==> src/rtl/enc424j600_pkg.sv <==
// Shared ENC424J600 SPI instruction definitions: opcode constants, instruction
// classes and transfer direction.
package enc424j600_pkg;

  localparam logic [7:0] OP_RCR      = 8'h00;
  localparam logic [7:0] OP_RCRU     = 8'h20;
  localparam logic [7:0] OP_WCRU     = 8'h22;
  localparam logic [7:0] OP_BFSU     = 8'h24;
  localparam logic [7:0] OP_BFCU     = 8'h26;
  localparam logic [7:0] OP_RGPDATA  = 8'h28;
  localparam logic [7:0] OP_WGPDATA  = 8'h2A;
  localparam logic [7:0] OP_WCR      = 8'h40;
  localparam logic [7:0] OP_WGPRDPT  = 8'h60;
  localparam logic [7:0] OP_RGPRDPT  = 8'h62;
  localparam logic [7:0] OP_BFS      = 8'h80;
  localparam logic [7:0] OP_BFC      = 8'hA0;
  localparam logic [7:0] OP_RBSEL    = 8'hC8;

  // ONE: opcode only, TWO: opcode+1 byte, THREE: opcode+2 bytes,
  // NBANK/NUNBANK: variable length with 1- or 2-byte header.
  typedef enum logic [2:0] {
    CLS_ONE     = 3'd0,
    CLS_TWO     = 3'd1,
    CLS_THREE   = 3'd2,
    CLS_NBANK   = 3'd3,
    CLS_NUNBANK = 3'd4
  } op_class_e;

  typedef enum logic {
    DIR_WR = 1'b0,
    DIR_RD = 1'b1
  } dir_e;

  function automatic logic is_nclass(input op_class_e cls);
    return (cls == CLS_NBANK) || (cls == CLS_NUNBANK);
  endfunction

endpackage

==> src/rtl/enc424j600_opdecode.sv <==
// Combinational ENC424J600 opcode decode: header length, fixed data length or
// variable (N) length, and transfer direction.
module enc424j600_opdecode
  import enc424j600_pkg::*;
(
  input  logic [7:0] i_opcode,
  output logic       o_hdr2,
  output logic       o_nvar,
  output logic [1:0] o_fixed_len,
  output dir_e       o_dir
);

  op_class_e w_class;

  always_comb begin
    w_class = CLS_NBANK;
    if (i_opcode == OP_RBSEL)                    w_class = CLS_TWO;
    else if (i_opcode[7:6] == 2'b11)             w_class = CLS_ONE;
    else if (i_opcode[7:5] == 3'b011)            w_class = CLS_THREE;
    else if (i_opcode[7:3] == OP_RCRU[7:3])      w_class = CLS_NUNBANK;
  end

  always_comb begin
    o_dir = DIR_WR;
    case (w_class)
      CLS_TWO:     o_dir = DIR_RD;
      CLS_THREE:   o_dir = i_opcode[1] ? DIR_RD : DIR_WR;
      CLS_NUNBANK: o_dir = (i_opcode == OP_RCRU) ? DIR_RD : DIR_WR;
      CLS_NBANK: begin
        // 0x00-0x1F reads, 0x28-0x3F read unless bit1, 0x40-0xBF writes
        if (i_opcode[7:5] == 3'b000)      o_dir = DIR_RD;
        else if (i_opcode[7:5] == 3'b001) o_dir = i_opcode[1] ? DIR_WR : DIR_RD;
        else                              o_dir = DIR_WR;
      end
      default:     o_dir = DIR_WR;
    endcase
  end

  always_comb begin
    o_fixed_len = 2'd0;
    case (w_class)
      CLS_TWO:   o_fixed_len = 2'd1;
      CLS_THREE: o_fixed_len = 2'd2;
      default:   o_fixed_len = 2'd0;
    endcase
  end

  assign o_hdr2 = (w_class == CLS_NUNBANK);
  assign o_nvar = is_nclass(w_class);

endmodule

==> src/rtl/spi_master_enc424j600.sv <==
// SPI mode-0 master running one ENC424J600 instruction per request, with
// byte-wide write/read payload streams.
module spi_master_enc424j600
  import enc424j600_pkg::*;
#(
  parameter int CLK_HALF_DIV = 2
) (
  input  logic        clk,
  input  logic        rst,
  input  logic [15:0] opbyte,
  input  logic        opbyte_valid,
  input  logic [10:0] nbyte_num,
  input  logic [7:0]  wrdat_byte,
  input  logic        wrdat_valid,
  output logic        wrdat_ready,
  output logic [7:0]  rddat_byte,
  output logic        rddat_valid,
  output logic        txn_done,
  output logic        SCK,
  output logic        CS_N,
  output logic        MOSI,
  input  logic        MISO
);

  localparam int DIV_W = (CLK_HALF_DIV > 1) ? $clog2(CLK_HALF_DIV) : 1;

  localparam logic [2:0] S_IDLE     = 3'd0;
  localparam logic [2:0] S_CS_SETUP = 3'd1;
  localparam logic [2:0] S_HDR      = 3'd2;
  localparam logic [2:0] S_WR_REQ   = 3'd3;
  localparam logic [2:0] S_WR       = 3'd4;
  localparam logic [2:0] S_RD       = 3'd5;
  localparam logic [2:0] S_CS_HOLD  = 3'd6;
  localparam logic [2:0] S_GAP      = 3'd7;

  logic [2:0]       r_state;
  logic [DIV_W-1:0] r_div;
  logic [2:0]       r_bit;
  logic [10:0]      r_nrem;
  logic [7:0]       r_tx;
  logic [7:0]       r_rx;
  logic [7:0]       r_addr;
  logic             r_hdr2;
  logic             r_hdr_second;
  logic             r_dir_rd;
  logic             r_sck;
  logic             r_cs_n;
  logic             r_mosi;
  logic             r_rd_fire;
  logic             r_rddat_valid;
  logic [7:0]       r_rddat_byte;
  logic             r_done_pend;
  logic             r_txn_done;
  logic             r_gap_half;

  logic        w_hdr2;
  logic        w_nvar;
  logic [1:0]  w_fixed_len;
  dir_e        w_dir;
  logic [10:0] w_ndata;
  logic        w_tick;
  logic        w_shift;

  enc424j600_opdecode u_dec (
    .i_opcode    (opbyte[7:0]),
    .o_hdr2      (w_hdr2),
    .o_nvar      (w_nvar),
    .o_fixed_len (w_fixed_len),
    .o_dir       (w_dir)
  );

  // nbyte_num counts the first data-phase byte as well, hence the -1
  assign w_ndata = w_nvar ? ((nbyte_num == 11'd0) ? 11'd0 : nbyte_num - 11'd1)
                          : {9'd0, w_fixed_len};
  assign w_tick  = (r_div == DIV_W'(CLK_HALF_DIV - 1));
  assign w_shift = (r_state == S_HDR) || (r_state == S_WR) || (r_state == S_RD);

  always_ff @(posedge clk or posedge rst) begin
    if (rst) begin
      r_state       <= S_IDLE;
      r_div         <= '0;
      r_bit         <= 3'd0;
      r_nrem        <= 11'd0;
      r_tx          <= 8'h00;
      r_rx          <= 8'h00;
      r_addr        <= 8'h00;
      r_hdr2        <= 1'b0;
      r_hdr_second  <= 1'b0;
      r_dir_rd      <= 1'b0;
      r_sck         <= 1'b0;
      r_cs_n        <= 1'b1;
      r_mosi        <= 1'b0;
      r_rd_fire     <= 1'b0;
      r_rddat_valid <= 1'b0;
      r_rddat_byte  <= 8'h00;
      r_done_pend   <= 1'b0;
      r_txn_done    <= 1'b0;
      r_gap_half    <= 1'b0;
    end else begin
      r_rddat_valid <= r_rd_fire;
      if (r_rd_fire) r_rddat_byte <= r_rx;
      r_rd_fire   <= 1'b0;
      r_txn_done  <= r_done_pend;
      r_done_pend <= 1'b0;

      // Divider is frozen in IDLE and while stalled waiting for write data
      if (r_state != S_IDLE && r_state != S_WR_REQ)
        r_div <= w_tick ? '0 : r_div + DIV_W'(1);

      case (r_state)
        S_IDLE: begin
          if (opbyte_valid) begin
            r_state      <= S_CS_SETUP;
            r_cs_n       <= 1'b0;
            r_div        <= '0;
            r_bit        <= 3'd0;
            r_tx         <= opbyte[7:0];
            r_mosi       <= opbyte[7];
            r_addr       <= opbyte[15:8];
            r_hdr2       <= w_hdr2;
            r_hdr_second <= 1'b0;
            r_dir_rd     <= (w_dir == DIR_RD);
            r_nrem       <= w_ndata;
          end
        end
        S_CS_SETUP: begin
          if (w_tick) r_state <= S_HDR;
        end
        S_WR_REQ: begin
          if (wrdat_valid) begin
            r_tx    <= wrdat_byte;
            r_mosi  <= wrdat_byte[7];
            r_div   <= '0;
            r_bit   <= 3'd0;
            r_state <= S_WR;
          end
        end
        S_CS_HOLD: begin
          if (w_tick) begin
            r_cs_n      <= 1'b1;
            r_done_pend <= 1'b1;
            r_gap_half  <= 1'b0;
            r_state     <= S_GAP;
          end
        end
        S_GAP: begin
          if (w_tick) begin
            if (r_gap_half) r_state <= S_IDLE;
            else            r_gap_half <= 1'b1;
          end
        end
        default: begin
          if (w_shift && w_tick) begin
            if (!r_sck) begin
              r_sck <= 1'b1;
              r_rx  <= {r_rx[6:0], MISO};
              if (r_state == S_RD && r_bit == 3'd7) r_rd_fire <= 1'b1;
            end else begin
              r_sck <= 1'b0;
              r_bit <= r_bit + 3'd1;
              if (r_bit != 3'd7) begin
                r_tx   <= {r_tx[6:0], 1'b0};
                r_mosi <= (r_state == S_RD) ? 1'b0 : r_tx[6];
              end else if (r_state == S_HDR) begin
                if (r_hdr2 && !r_hdr_second) begin
                  r_hdr_second <= 1'b1;
                  r_tx         <= r_addr;
                  r_mosi       <= r_addr[7];
                end else begin
                  r_tx   <= 8'h00;
                  r_mosi <= 1'b0;
                  if (r_nrem == 11'd0) r_state <= S_CS_HOLD;
                  else if (r_dir_rd)   r_state <= S_RD;
                  else                 r_state <= S_WR_REQ;
                end
              end else begin
                r_tx   <= 8'h00;
                r_mosi <= 1'b0;
                r_nrem <= r_nrem - 11'd1;
                if (r_nrem == 11'd1) r_state <= S_CS_HOLD;
                else if (r_state == S_WR) r_state <= S_WR_REQ;
              end
            end
          end
        end
      endcase
    end
  end

  assign wrdat_ready = (r_state == S_WR_REQ);
  assign rddat_byte  = r_rddat_byte;
  assign rddat_valid = r_rddat_valid;
  assign txn_done    = r_txn_done;
  assign SCK         = r_sck;
  assign CS_N        = r_cs_n;
  assign MOSI        = r_mosi;

endmodule

==> config.mk <==
export PLATFORM = sky130hd
export DESIGN_NAME = spi_master_enc424j600
export DESIGN_NICKNAME = d
export VERILOG_FILES = /design/src/rtl/enc424j600_pkg.sv /design/src/rtl/enc424j600_opdecode.sv /design/src/rtl/spi_master_enc424j600.sv
export SDC_FILE = /design/constraint.sdc
export NUM_CORES = 1
export LEC_CHECK = 0
export CORE_MARGIN = 4
export CORE_UTILIZATION = 40
export CTS_BUF_LIST = sky130_fd_sc_hd__clkbuf_4
export DETAILED_ROUTE_END_ITERATION = 6
export GPL_TIMING_DRIVEN = 1
export PLACE_DENSITY = 0.72
export REMOVE_ABC_BUFFERS = 1
export SYNTH_ARGS = -nofsm -noshare
export SYNTH_HDL_FRONTEND = slang
export SYNTH_HIERARCHICAL = 1
export SYNTH_SLANG_ARGS = --single-unit
==> constraint.sdc <==
create_clock -name clk -period 5.26 [get_ports clk]
set_clock_uncertainty 0.05 [all_clocks]
set_input_delay 1.052 -clock clk [delete_from_list [all_inputs] [get_ports clk]]
set_output_delay 1.052 -clock clk [all_outputs]
set_load 0.02 [all_outputs]
**After elaboration in Yosys (flattened, before gate mapping)**

Cells that the tools add are included.

- Add/sub/neg operators: 4
- Eq/ne operators: 31
- Muxes and demuxes: 80
- Bitwise operators: 4
- Reduce and logical (&&, ||, !) cells: 36

Operators with widths:

| operator | count |
|---|---|
| 11-bit 2-to-1 mux | 7 |
| 3-bit 2-to-1 mux | 23 |
| 7-bit 2-to-1 mux | 7 |
| 1-bit 2-to-1 mux | 32 |
| 11-bit logical NOT | 2 |
| 11-bit one-hot mux with 2 select lines | 1 |
| 11-bit by 1-bit subtractor with 11-bit output, second input constant | 2 |
| 7-bit one-hot mux with 3 select lines | 1 |
| 3-bit equality test, second input constant | 6 |
| 3-bit by 2-bit equality test with 1-bit output, second input constant | 5 |
| 3-bit one-hot mux with 5 select lines | 1 |
| 2-bit != test, second input constant | 6 |
| 2-bit nonzero test | 6 |
| 6-bit nonzero test | 2 |
| 11-bit by 1-bit equality test with 1-bit output, second input constant | 1 |
| 11-bit AND reduction | 1 |
| 3-bit by 1-bit equality test with 1-bit output, second input constant | 3 |
| 3-bit one-hot mux with 3 select lines | 1 |
| 3-bit AND reduction | 3 |
| 3-bit nonzero test | 3 |
| 8-bit by 6-bit equality test with 1-bit output, second input constant | 1 |
| 8-bit equality test, second input constant | 1 |
| 1-bit one-hot mux with 2 select lines | 4 |
| 8-bit nonzero test | 1 |
| 24 further kinds | 35 |

- Register bits after elaboration: 60
- Input bits: 40
- Word-level logic and storage cells: 174

**Logic depth before layout (Yosys ltp)**

Gate-level depths: netlist (run 1).

- Depth after elaboration: 10
- Mapped depth: 8

**Modules after synthesis**

The synthesis (run 1) kept the hierarchy.

By module, submodules not included:

| module | times used | cells an instance | area each (um^2) | sequential area each (um^2) |
|---|---|---|---|---|
| spi_master_enc424j600 | 1 | 328 | 3,245.6 | 1,502.7 |
| enc424j600_opdecode | 1 | 13 | 97.6 | 0.0 |

**Worst setup path before layout (run 1)**

Ideal clock, no wire load.

- Kind: input to register
- Start: input nbyte_num[0]
- End: register r_nrem[0]
- Data arrival time: 2,604 ps
- Required time: 5,084 ps
- Path slack: 2,480 ps
- Stages on the path: 6
- Buffers on the path: 0
- Cells stage by stage: inv_1 > ha_1 > or4b_1 > o41ai_2 > o22ai_1 > a221o_1

- Word-level cells in the longest chain between the ends: 5

RTL lines:

| item | RTL line | source |
|---|---|---|
| start: declaration | spi_master_enc424j600.sv:12 | `input logic [10:0] nbyte_num,` |
| 11-bit by 1-bit subtractor with 11-bit output / 11-bit logical NOT (equally long branches) | spi_master_enc424j600.sv:73 | `assign w_ndata = w_nvar ? ((nbyte_num == 11'd0) ? 11'd0 : nbyte_num - 11'd1)` |
| 11-bit 2-to-1 mux * (2 in a row) | spi_master_enc424j600.sv:73 |  |
| 11-bit 2-to-1 mux * | spi_master_enc424j600.sv:112 | `if (opbyte_valid) begin` |
| 11-bit one-hot mux with 2 select lines * | spi_master_enc424j600.sv:110 | `case (r_state)` |
| end signal: assignment | spi_master_enc424j600.sv:123 | `r_nrem <= w_ndata;` |
| end signal: assignment | spi_master_enc424j600.sv:179 | `r_nrem <= r_nrem - 11'd1;` |
| end: declaration | spi_master_enc424j600.sv:39 | `logic [10:0] r_nrem;` |

Every way passes the cells marked *; elsewhere a longest branch is shown, timed or not. The select of a mux whose other input is x is not followed.
A chain may end at the register's enable or synchronous reset.

**Worst setup path in the final report (run 1)**

- Start: register r_state[1]
- End: output wrdat_ready

- Word-level cells in the longest chain between the ends: 1

RTL lines:

| item | RTL line | source |
|---|---|---|
| start: declaration | spi_master_enc424j600.sv:36 | `logic [2:0] r_state;` |
| start signal: assignment | spi_master_enc424j600.sv:80 | `r_state <= S_IDLE;` |
| start signal: assignment | spi_master_enc424j600.sv:113 | `r_state <= S_CS_SETUP;` |
| start signal: assignment | spi_master_enc424j600.sv:127 | `if (w_tick) r_state <= S_HDR;` |
| 3-bit by 2-bit equality test with 1-bit output | spi_master_enc424j600.sv:190 | `assign wrdat_ready = (r_state == S_WR_REQ);` |
| end: declaration | spi_master_enc424j600.sv:15 | `output logic wrdat_ready,` |

Every way passes these cells.

==> results of run 1 <==
==> layout make-up <==
| class | instances | area [um2] | area share, % |
|---|---|---|---|
| Sequential cell | 60 | 1500 | 36.3 |
| Antenna cell | 1 | 2.50 | 0.0605 |
| Clock buffer | 9 | 67.6 | 1.63 |
| Clock inverter | 7 | 101 | 2.45 |
| Multi-Input combinational cell | 256 | 1740 | 42.1 |
| Tap cell | 105 | 131 | 3.17 |
| Timing Repair Buffer | 55 | 546 | 13.2 |
| Inverter | 12 | 45.0 | 1.09 |
==> power by group <==
part | switching [uW] | total (uW) | internal (uW)
Combinational | 437 | 836 | 399
Sequential | 190 | 827 | 638
Clock | 185 | 380 | 195
Total | 812 | 2040 | 1230
==> stage by stage <==
step	hold slack (ns)	power [uW]	setup WS [ns]	utilization (%)	cell area, um2
2_1_floorplan	0.281	1400	2.48	-	3290
3_3_place_gp	0.285	1630	1.87	48.5	3970
3_5_place_dp	0.286	1660	1.80	48.5	3970
4_1_cts	0.310	2050	1.97	50.6	4140
5_1_grt	0.325	2200	1.85	50.6	4140
6_report	0.308	2040	1.98	50.6	4140
==> cells by family after synthesis <==
kind of cell | after synthesis
buffers and inverters | 25
flip-flops | 60
AND/OR/NAND/NOR | 132
adder cells (fa/ha/maj) | 8
multiplexers | 27
AO/OA/AOI/OAI | 80
XOR/XNOR | 9
==> synthesized netlist by cell type, types with 3 or more instances <==
cell	count
or2_1	3
dfrtp_1	59
nand2_1	45
a211oi_1	3
nand3_1	10
or3_1	5
clkbuf_1	9
mux2_1	10
o31ai_1	5
buf_2	3
nor4_1	5
inv_1	11
xnor2_1	7
nor2b_1	5
a21oi_1	8
mux2_2	16
o22ai_1	8
ha_1	8
nand2b_1	3
nor2_1	25
o21ai_1	5
a22oi_1	13
nor3_1	12
o211ai_1	4
o21ai_0	6
==> final timing paths <==
| check | from | to | slack, ns |
|---|---|---|---|
| min in group asynchronous | rst | r_nrem[6]$_DFFE_PP0P_ | 1.08 |
| worst max-delay path | r_state[1]$_DFFE_PP0P_ | wrdat_ready | 1.98 |
| worst max register to register | r_state[2]$_DFFE_PP0P_ | r_nrem[0]$_DFFE_PP0P_ | 2.38 |
| max in group asynchronous | rst | CS_N$_DFFE_PP1P_ | 3.21 |
| worst min-delay path | r_done_pend$_DFF_PP0_ | txn_done$_DFF_PP0_ | 0.31 |
| worst min register to register | r_done_pend$_DFF_PP0_ | txn_done$_DFF_PP0_ | 0.31 |
==> sequential cells by signal, summed over array words and instances, names as in the netlist, 3 cells and up <==
register    flops
r_rx            8
r_bit           3
r_tx            7
r_state         3
rddat_byte      8
r_addr          8
r_nrem         11
==> per-layer routing <==
| metal | vias up | global-route usage [%] | routed length (um) |
|---|---|---|---|
| met4 | 0 | 8.30 | 176 |
| met2 | 129 | 26.9 | 3880 |
| met1 | 1441 | 23.4 | 3640 |
| met3 | 18 | 2.81 | 533 |
| met5 | - | 0 | 0 |
| li1 | 1371 | - | - |
==> worst reg2reg max path, delay by kind of cell, from the launching register on <==
kind,cells,cell delay [ns]
flops,1,0.68
simple gates,3,1.80
compound gates,1,0.31
==> summary.txt, run 1 <==
initial core utilization: 40.9%
layout cells sized above 1: 11.3%
clock sink total: 60
core area: 8180 um2
Post-route DRC: 0
Die Ht: 99.4 um
RSZ-0062 raised after global routing: no
CP max stage cell: dfrtp_1
WP data arrival: 2.17 ns
required time of the critical path: 4.16 ns
Clock H-tree levels: 3
Cell Pwr Density: 494 nW/um2
IO Count: 54
CTS tree: done
gr ovfl total: 0
Clock Pin Slew Worst Setup and Hold Paths: 0.11 ns
Slew HR: 26.5%
ys async rst share: 100%
worst hold path type: reg2reg
Setup CP Type: reg2out
DR iter-0 viols: 193
cell count after synthesis: 341
Cell Count, Final, Fillers Out: 505
vias in the first global route: 2869
Crit. End Element: output pin
post-route ant nets: 0
leading area contributor after synthesis: dfrtp_1
Reg2Reg Depth: 4
run status: finished, final reports clean
routed wire length: 8230 um
first-pass GRT wire length: 13800 um
Synth area leaders: dfrtp_1 (44%), mux2_2 (5.4%), nand2_1 (5.1%)
minimum clock period: 3.28 ns
post-synth top area share: 44.2%
Clock Path Buffers: 2
mapped cell area: 3340 um2
DRT Pass-1 Iters: 5
Vias: 2959
layout net count: 442
hold buffer count at cts: 0
largest family of logic cells by synthesized area: simple AND/OR/NAND/NOR gates
die area: 9880 um2
Vias/cell: 5.86
Yosys cell types: 66
Compound-Gate Fraction of Synth Area: 17.3%
post-route setup TNS: 0 ns
crit path max fanout: 24
final worst-path cycle share: 62.3%
ys flop type: dfrtp_1
f_max: 305 MHz
GRT Total Usage: 17.3%
P&R area growth vs syn: 23.8%
flops & latches, synth: 60
clock buffer count from CTS: 9
Root Buffer: clkbuf_4
Filler Cells Inserted: 769
Worst VDD drop: 0.000182 V
worst slew pin tran: 1.10 ns
syn_area_per_cell: 9.80 um2
Core Rows: 33
Post-Synth XOR/XNOR Area: 2.36%
EDFF count, synth: 0
simple logic cell fraction of the synthesized area: 20.4%
Synth Warn #: 6
Leak: 0.00173 uW
Port-buffer cells: 53
critical path depth: 2
Hold Crit Depth: 0
Post-Synth Adder-Cell Area: 2.99%
max_cap viols: 0
Clk Latency, worst-skew pair: 0.40 ns
most frequent cells in the layout: dfrtp_1 (59), clkdlybuf4s50_1 (53), nand2_1 (45)
# Post-CTS Setup Buffers: 0
endpoints failing hold: 0
commonest non-fill, non-tap cell in the layout: dfrtp_1
final setup fails: 0
# resized after CTS: 0
Die X: 99.4 um
Bufs and invs on worst path: 1
initial antenna violation count: 1
Cells after DPL: 488
CP top delay family: flip-flops
HPWL after detailed placement: 5960 um
per-cell routed wire length: 16.3 um
post-synthesis mux area share: 9.06%
RD Place Congestion: 0.911
Worst setup SP type: register
Pins Over Slew Limit: 0
largest net degree at the start of global routing: 39
critical path's largest stage delay: 0.80 ns
sequential area share after synthesis: 44.9%
critical path, cell by cell: and3b_1, clkdlybuf4s50_1
Power figures use the tool's default switching activity.
==> inputs of run 2 (changes only) <==
- clock period: 5.26 -> 3.2 ns (I/O delays scaled with it)
==> run 2 against run 1 <==
  * Register-to-register slack got worse by 1.7 ns
  * Largest cell class unchanged
  * Critical endpoint unchanged
  * Via count decreased by 2.8%
  * Clock-buffer cell count unchanged
  * Clock power increased by 86%
  * Cell count increased by 1.8%
  * Core utilization increased by 1.3 points
  * Largest power group unchanged
==> summary.txt, run 2 (synthesis gave the netlist of run 1 again) <==
run status: finished, final reports clean
final instance area: 4240 um2 (+2.5%)
Clock H-tree levels: 3 (unchanged)
Slew HR: 55.5% (+29 points)
Die Ht: 99.4 um (unchanged)
Net Sw Frac: 38.2% (-1.5 points)
# resized after CTS: 0 (unchanged)
P_sw: 1330 uW (+64%)
commonest non-fill, non-tap cell in the layout: dfrtp_1
GRT Total Usage: 17.1% (-0.12 points)
HPWL after detailed placement: 5880 um (-1.3%)
Port-buffer cells: 53 (unchanged)
largest net degree at the start of global routing: 34 (-13%)
Pins Over Slew Limit: 0 (unchanged)
dpl cell area: 4050 um2 (+2.0%)
core area: 8180 um2 (unchanged)
register share of total power: 37.6% (-2.9 points)
Int Power: 2160 uW (+75%)
Filler Cells Inserted: 763 (-0.78%)
Most flops, register: r_nrem
Vias/cell: 5.60 (-4.5%)
initial antenna violation count: 1 (unchanged)
Core Rows: 33 (unchanged)
clock buffer count from CTS: 9 (unchanged)
required time of the critical path: 2.51 ns (-1.65 ns)
per-cell routed wire length: 15.5 um (-4.9%)
DR iter-0 viols: 234 (+21%)
CTS tree: done
IO Count: 54 (unchanged)
final worst-path cycle share: 86.6%
Crit. End Element: output pin
worst slew pin tran: 0.665 ns (-0.438 ns)
f_max: 361 MHz
Worst setup SP type: register
final setup fails: 0 (unchanged)
Logic pwr share: 42.1% (+1.2 points)
routed wire length: 7960 um (-3.2%)
RSZ-0062 raised after global routing: no
first-pass GRT wire length: 13700 um (-1.1%)
Largest register FFs: 11 (unchanged)
max_cap viols: 0 (unchanged)
gr ovfl total: 0 (unchanged)
Leak: 0.00179 uW (+3.7%)
Clk Latency, worst-skew pair: 0.41 ns (about the same)
post-route ant nets: 0 (unchanged)
DRT Pass-1 Iters: 5 (unchanged)
hold buffer count at cts: 0 (unchanged)
Hold WS: 0.315 ns (+0.00696 ns)
P&R area growth vs syn: 26.9%
Vias: 2876 (-2.8%)
Clock Path Buffers: 2 (unchanged)
Die X: 99.4 um (unchanged)
# Post-CTS Setup Buffers: 0 (unchanged)
minimum clock period: 2.77 ns
Root Buffer: clkbuf_4
crit path max fanout: 16 (-33%)
vias in the first global route: 2852 (-0.59%)
most frequent cells in the layout: dfrtp_1 (59), clkdlybuf4s50_1 (53), nand2_1 (45)
worst hold path type: reg2reg
Worst VDD drop: 0.000319 V (+75%)
die area: 9880 um2 (unchanged)
initial core utilization: 40.9% (unchanged)
Post-route DRC: 0 (unchanged)
RD Place Congestion: 0.935 (+2.6%)
Clock Power Share: 20.2% (+1.6 points)
post-route setup TNS: 0 ns (unchanged)
Cell Pwr Density: 823 nW/um2 (+67%)
clock sink total: 60 (unchanged)
WP data arrival: 2.08 ns (-0.09 ns)
layout cells sized above 1: 13.2% (+2.0 points)
Clock Pin Slew Worst Setup and Hold Paths: 0.12 ns (about the same)
endpoints failing hold: 0 (unchanged)
layout net count: 451 (+2.0%)
Setup CP Type: reg2out
-- run 2: cell types whose count changed in the layout (fill, tap and decap cells not counted), sizes merged --
| cell | before | now |
|---|---|---|
| buf | 2 | 11 |
| bufinv | 2 | 3 |
| clkinvlp | 2 | 1 |
| clkinv | 3 | 2 |
| inv | 12 | 13 |
-- run 2: metal layers --
layer,global-route usage [%],up-vias,part of all wire (%)
met5,0,-,0
met4,5.04,0,1.2
met3,6.17,8,6.4
met2,27.1,90,49
met1,22.1,1390,44
li1,-,1388,-
-- run 2: worst max-delay path: stages (launching register included) --
cell             delay (ns)
dfrtp_1                0.69
and3b_1                0.34
clkdlybuf4s50_1        0.64
-- run 2: through the flow --
stage	power (uW)	util (%)	setup slack [ns]	instances
after floorplan	2300	-	0.832	328
after global placement	2730	49.5	0.324	497
after detailed placement	2780	49.5	0.250	497
after CTS	3510	51.9	0.408	513
after global routing	3770	51.9	0.300	514
final	3490	51.9	0.430	514
-- run 2: worst paths after layout --
check                                  startpoint                     end  slack [ns]  cells past startpoint
setup reg to reg           r_state[0]$_DFFE_PP0P_   r_nrem[3]$_DFFE_PP0P_        0.69                      5
min in group asynchronous                     rst  r_state[0]$_DFFE_PP0P_        0.55                      2
hold reg to reg             r_done_pend$_DFF_PP0_      txn_done$_DFF_PP0_        0.32                      0
hold / removal              r_done_pend$_DFF_PP0_      txn_done$_DFF_PP0_        0.32                      0
setup / recovery           r_state[0]$_DFFE_PP0P_             wrdat_ready        0.43                      2
max in group asynchronous                     rst   r_nrem[5]$_DFFE_PP0P_        1.95                      3
-- run 2: power by group through the flow --
stage / clock (uW) / combinational [uW] / sequential (uW)
finish: 707 / 1470 / 1310
global route: 764 / 1650 / 1360
CTS: 726 / 1470 / 1310
detailed placement: 0 / 1460 / 1330
global placement: 0 / 1420 / 1310
floorplan: 0 / 990 / 1310
-- run 2: final cells by class --
type                            count  area, um2  area share, %
Clock buffer                        9       67.6           1.59
Inverter                           12       45.0           1.06
Sequential cell                    60       1500           35.4
Clock inverter                      7        124           2.92
Multi-Input combinational cell    256       1740           41.1
Antenna cell                        1       2.50         0.0590
Timing Repair Buffer               64        626           14.7
Tap cell                          105        131           3.10
==> inputs of run 3 (changes only) <==
==> constraint.sdc (replaced) <==
create_clock -name clk -period 3.2 [get_ports clk]
set_clock_uncertainty 0.05 [all_clocks]
set_input_delay 0.96 -clock clk [delete_from_list [all_inputs] [get_ports clk]]
set_output_delay 0.96 -clock clk [all_outputs]
set_load 0.02 [all_outputs]
==> run 3 against run 2 <==
  * Cell area grew 0.12%
  * Core utilization up 0.061 points
  * Power is essentially flat
  * Sequential cell count did not move
  * Worst setup slack lost 0.24 ns
  * Hold slack lost 0.0079 ns
  * Sequential share of layout area about the same
  * Maximum frequency fell by 8.0%
  * Register-to-register slack about the same
  * Clock-buffer cell count is the same
  * Largest cell class unchanged
==> summary.txt, run 3 (synthesis gave the netlist of run 1 again) <==
total power: 3490 uW (about the same)
Net Sw Frac: 38.4% (+0.21 points)
# diodes: 0 (-1)
Logic pwr share: 42.5% (+0.4 points)
gr ovfl total: 0 (unchanged)
Clock Power Share: 20.3% (about the same)
Root Buffer: clkbuf_4
Filler Cells Inserted: 761 (-0.26%)
P_sw: 1340 uW (+0.57%)
Crit. End Element: output pin
endpoints failing hold: 0 (unchanged)
required time of the critical path: 2.19 ns (-0.32 ns)
initial antenna violation count: 0 (-1)
Worst VDD drop: 0.000320 V (+0.34%)
Cell Pwr Density: 822 nW/um2 (about the same)
most frequent cells in the layout: dfrtp_1 (59), clkdlybuf4s50_1 (53), nand2_1 (45)
max_cap viols: 0 (unchanged)
Clock Path Buffers: 2 (unchanged)
initial core utilization: 40.9% (unchanged)
area of the multi-input gates: 1740 um2 (unchanged)
minimum clock period: 3.01 ns (+0.241 ns)
layout net count: 452 (+0.22%)
Clock Pin Slew Worst Setup and Hold Paths: 0.11 ns (about the same)
f_max: 332 MHz (-8.0%)
per-cell routed wire length: 15.9 um (+2.4%)
Hold Crit Depth: 0 (unchanged)
Most flops, register: r_nrem
routed wire length: 8150 um (+2.4%)
hold buffer count at cts: 0 (unchanged)
Slew HR: 43.3% (-12 points)
post-route setup TNS: 0 ns (unchanged)
CTS tree: done
Post-route DRC: 0 (unchanged)
die area: 9880 um2 (unchanged)
commonest non-fill, non-tap cell in the layout: dfrtp_1
clock buffer count from CTS: 9 (unchanged)
HPWL after detailed placement: 6130 um (+4.3%)
layout cells sized above 1: 13.4% (+0.21 points)
sequential cell area: 1500 um2 (unchanged)
Worst setup SP type: register
Core Rows: 33 (unchanged)
DR iter-0 viols: 217 (-7.3%)
Pins Over Slew Limit: 0 (unchanged)
Vias/cell: 5.79 (+3.5%)
first-pass GRT wire length: 13800 um (+0.96%)
largest net degree at the start of global routing: 38 (+12%)
Reg2Reg Depth: 5 (unchanged)
P&R area growth vs syn: 27.0%
IO Count: 54 (unchanged)
worst hold path type: reg2reg
clock sink total: 60 (unchanged)
Largest register FFs: 11 (unchanged)
DRT Pass-1 Iters: 5 (unchanged)
Clock H-tree levels: 3 (unchanged)
Port-buffer cells: 53 (unchanged)
Die X: 99.4 um (unchanged)
WP data arrival: 2.00 ns (-0.08 ns)
final setup fails: 0 (unchanged)
# resized after CTS: 0 (unchanged)
Die Ht: 99.4 um (unchanged)
Clk Latency, worst-skew pair: 0.42 ns (about the same)
Int Power: 2150 uW (-0.31%)
vias in the first global route: 2974 (+4.3%)
Vias: 2976 (+3.5%)
post-route ant nets: 0 (unchanged)
GRT Total Usage: 17.3% (+0.20 points)
RSZ-0062 raised after global routing: no
worst slew pin tran: 0.851 ns (+0.186 ns)
Final Core Density: 51.9% (+0.061 points)
core area: 8180 um2 (unchanged)
register share of total power: 37.2% (-0.4 points)
Setup CP Type: reg2out
crit path max fanout: 15 (-1)
RD Place Congestion: 0.892 (-4.6%)
final worst-path cycle share: 94.1% (+7.5 points)
# Post-CTS Setup Buffers: 0 (unchanged)
Leak: 0.00180 uW (+0.22%)
run status: finished, final reports clean
run 3: cell type report:
cell class,instances,share of cell area (%)
sequential,60,35.4
inverter,12,1.06
timing repair buffer,65,14.9
clock inverter,7,2.92
clock buffer,9,1.59
multi-input combinational,256,41.0
tap,105,3.09
run 3: critical path, cell delays in order (launching register included):
cell             delay [ns]
dfrtp_1                0.65
and3b_1                0.31
clkdlybuf4s50_1        0.64
run 3: power groups by stage:
stage	combinational [uW]	sequential, uW	clock [uW]
6_report	1480	1300	709
4_1_cts	1480	1300	724
5_1_grt	1650	1350	755
2_1_floorplan	990	1310	0
3_3_place_gp	1430	1300	0
3_5_place_dp	1470	1320	0
run 3: layer usage:
metal  track usage [%]  vias to the layer above  part of all wire [%]
li1                  -                     1392                     -
met1              22.5                     1421                    43
met2              27.5                      138                    47
met3              4.77                       25                   7.1
met4              6.83                        0                   2.6
met5                 0                        -                     0
run 3: final timing paths:
kind,from,endpoint,slack [ns]
worst min-delay path,r_done_pend$_DFF_PP0_,txn_done$_DFF_PP0_,0.31
worst min register to register,r_done_pend$_DFF_PP0_,txn_done$_DFF_PP0_,0.31
worst max-delay path,r_state[1]$_DFFE_PP0P_,wrdat_ready,0.19
max in group asynchronous,rst,CS_N$_DFFE_PP1P_,1.62
worst max register to register,r_state[1]$_DFFE_PP0P_,r_nrem[2]$_DFFE_PP0P_,0.68
min in group asynchronous,rst,r_nrem[7]$_DFFE_PP0P_,0.85
run 3: per-stage QoR:
| step | instances | setup slack [ns] | hold slack, ns | instance area [um2] |
|---|---|---|---|---|
| final | 514 | 0.189 | 0.307 | 4250 |
| after detailed placement | 498 | 0.0737 | 0.286 | 4060 |
| after global routing | 514 | 0.0464 | 0.323 | 4250 |
| after CTS | 514 | 0.168 | 0.311 | 4250 |
| after global placement | 498 | 0.135 | 0.283 | 4060 |
| after floorplan | 328 | 0.512 | 0.281 | 3290 |
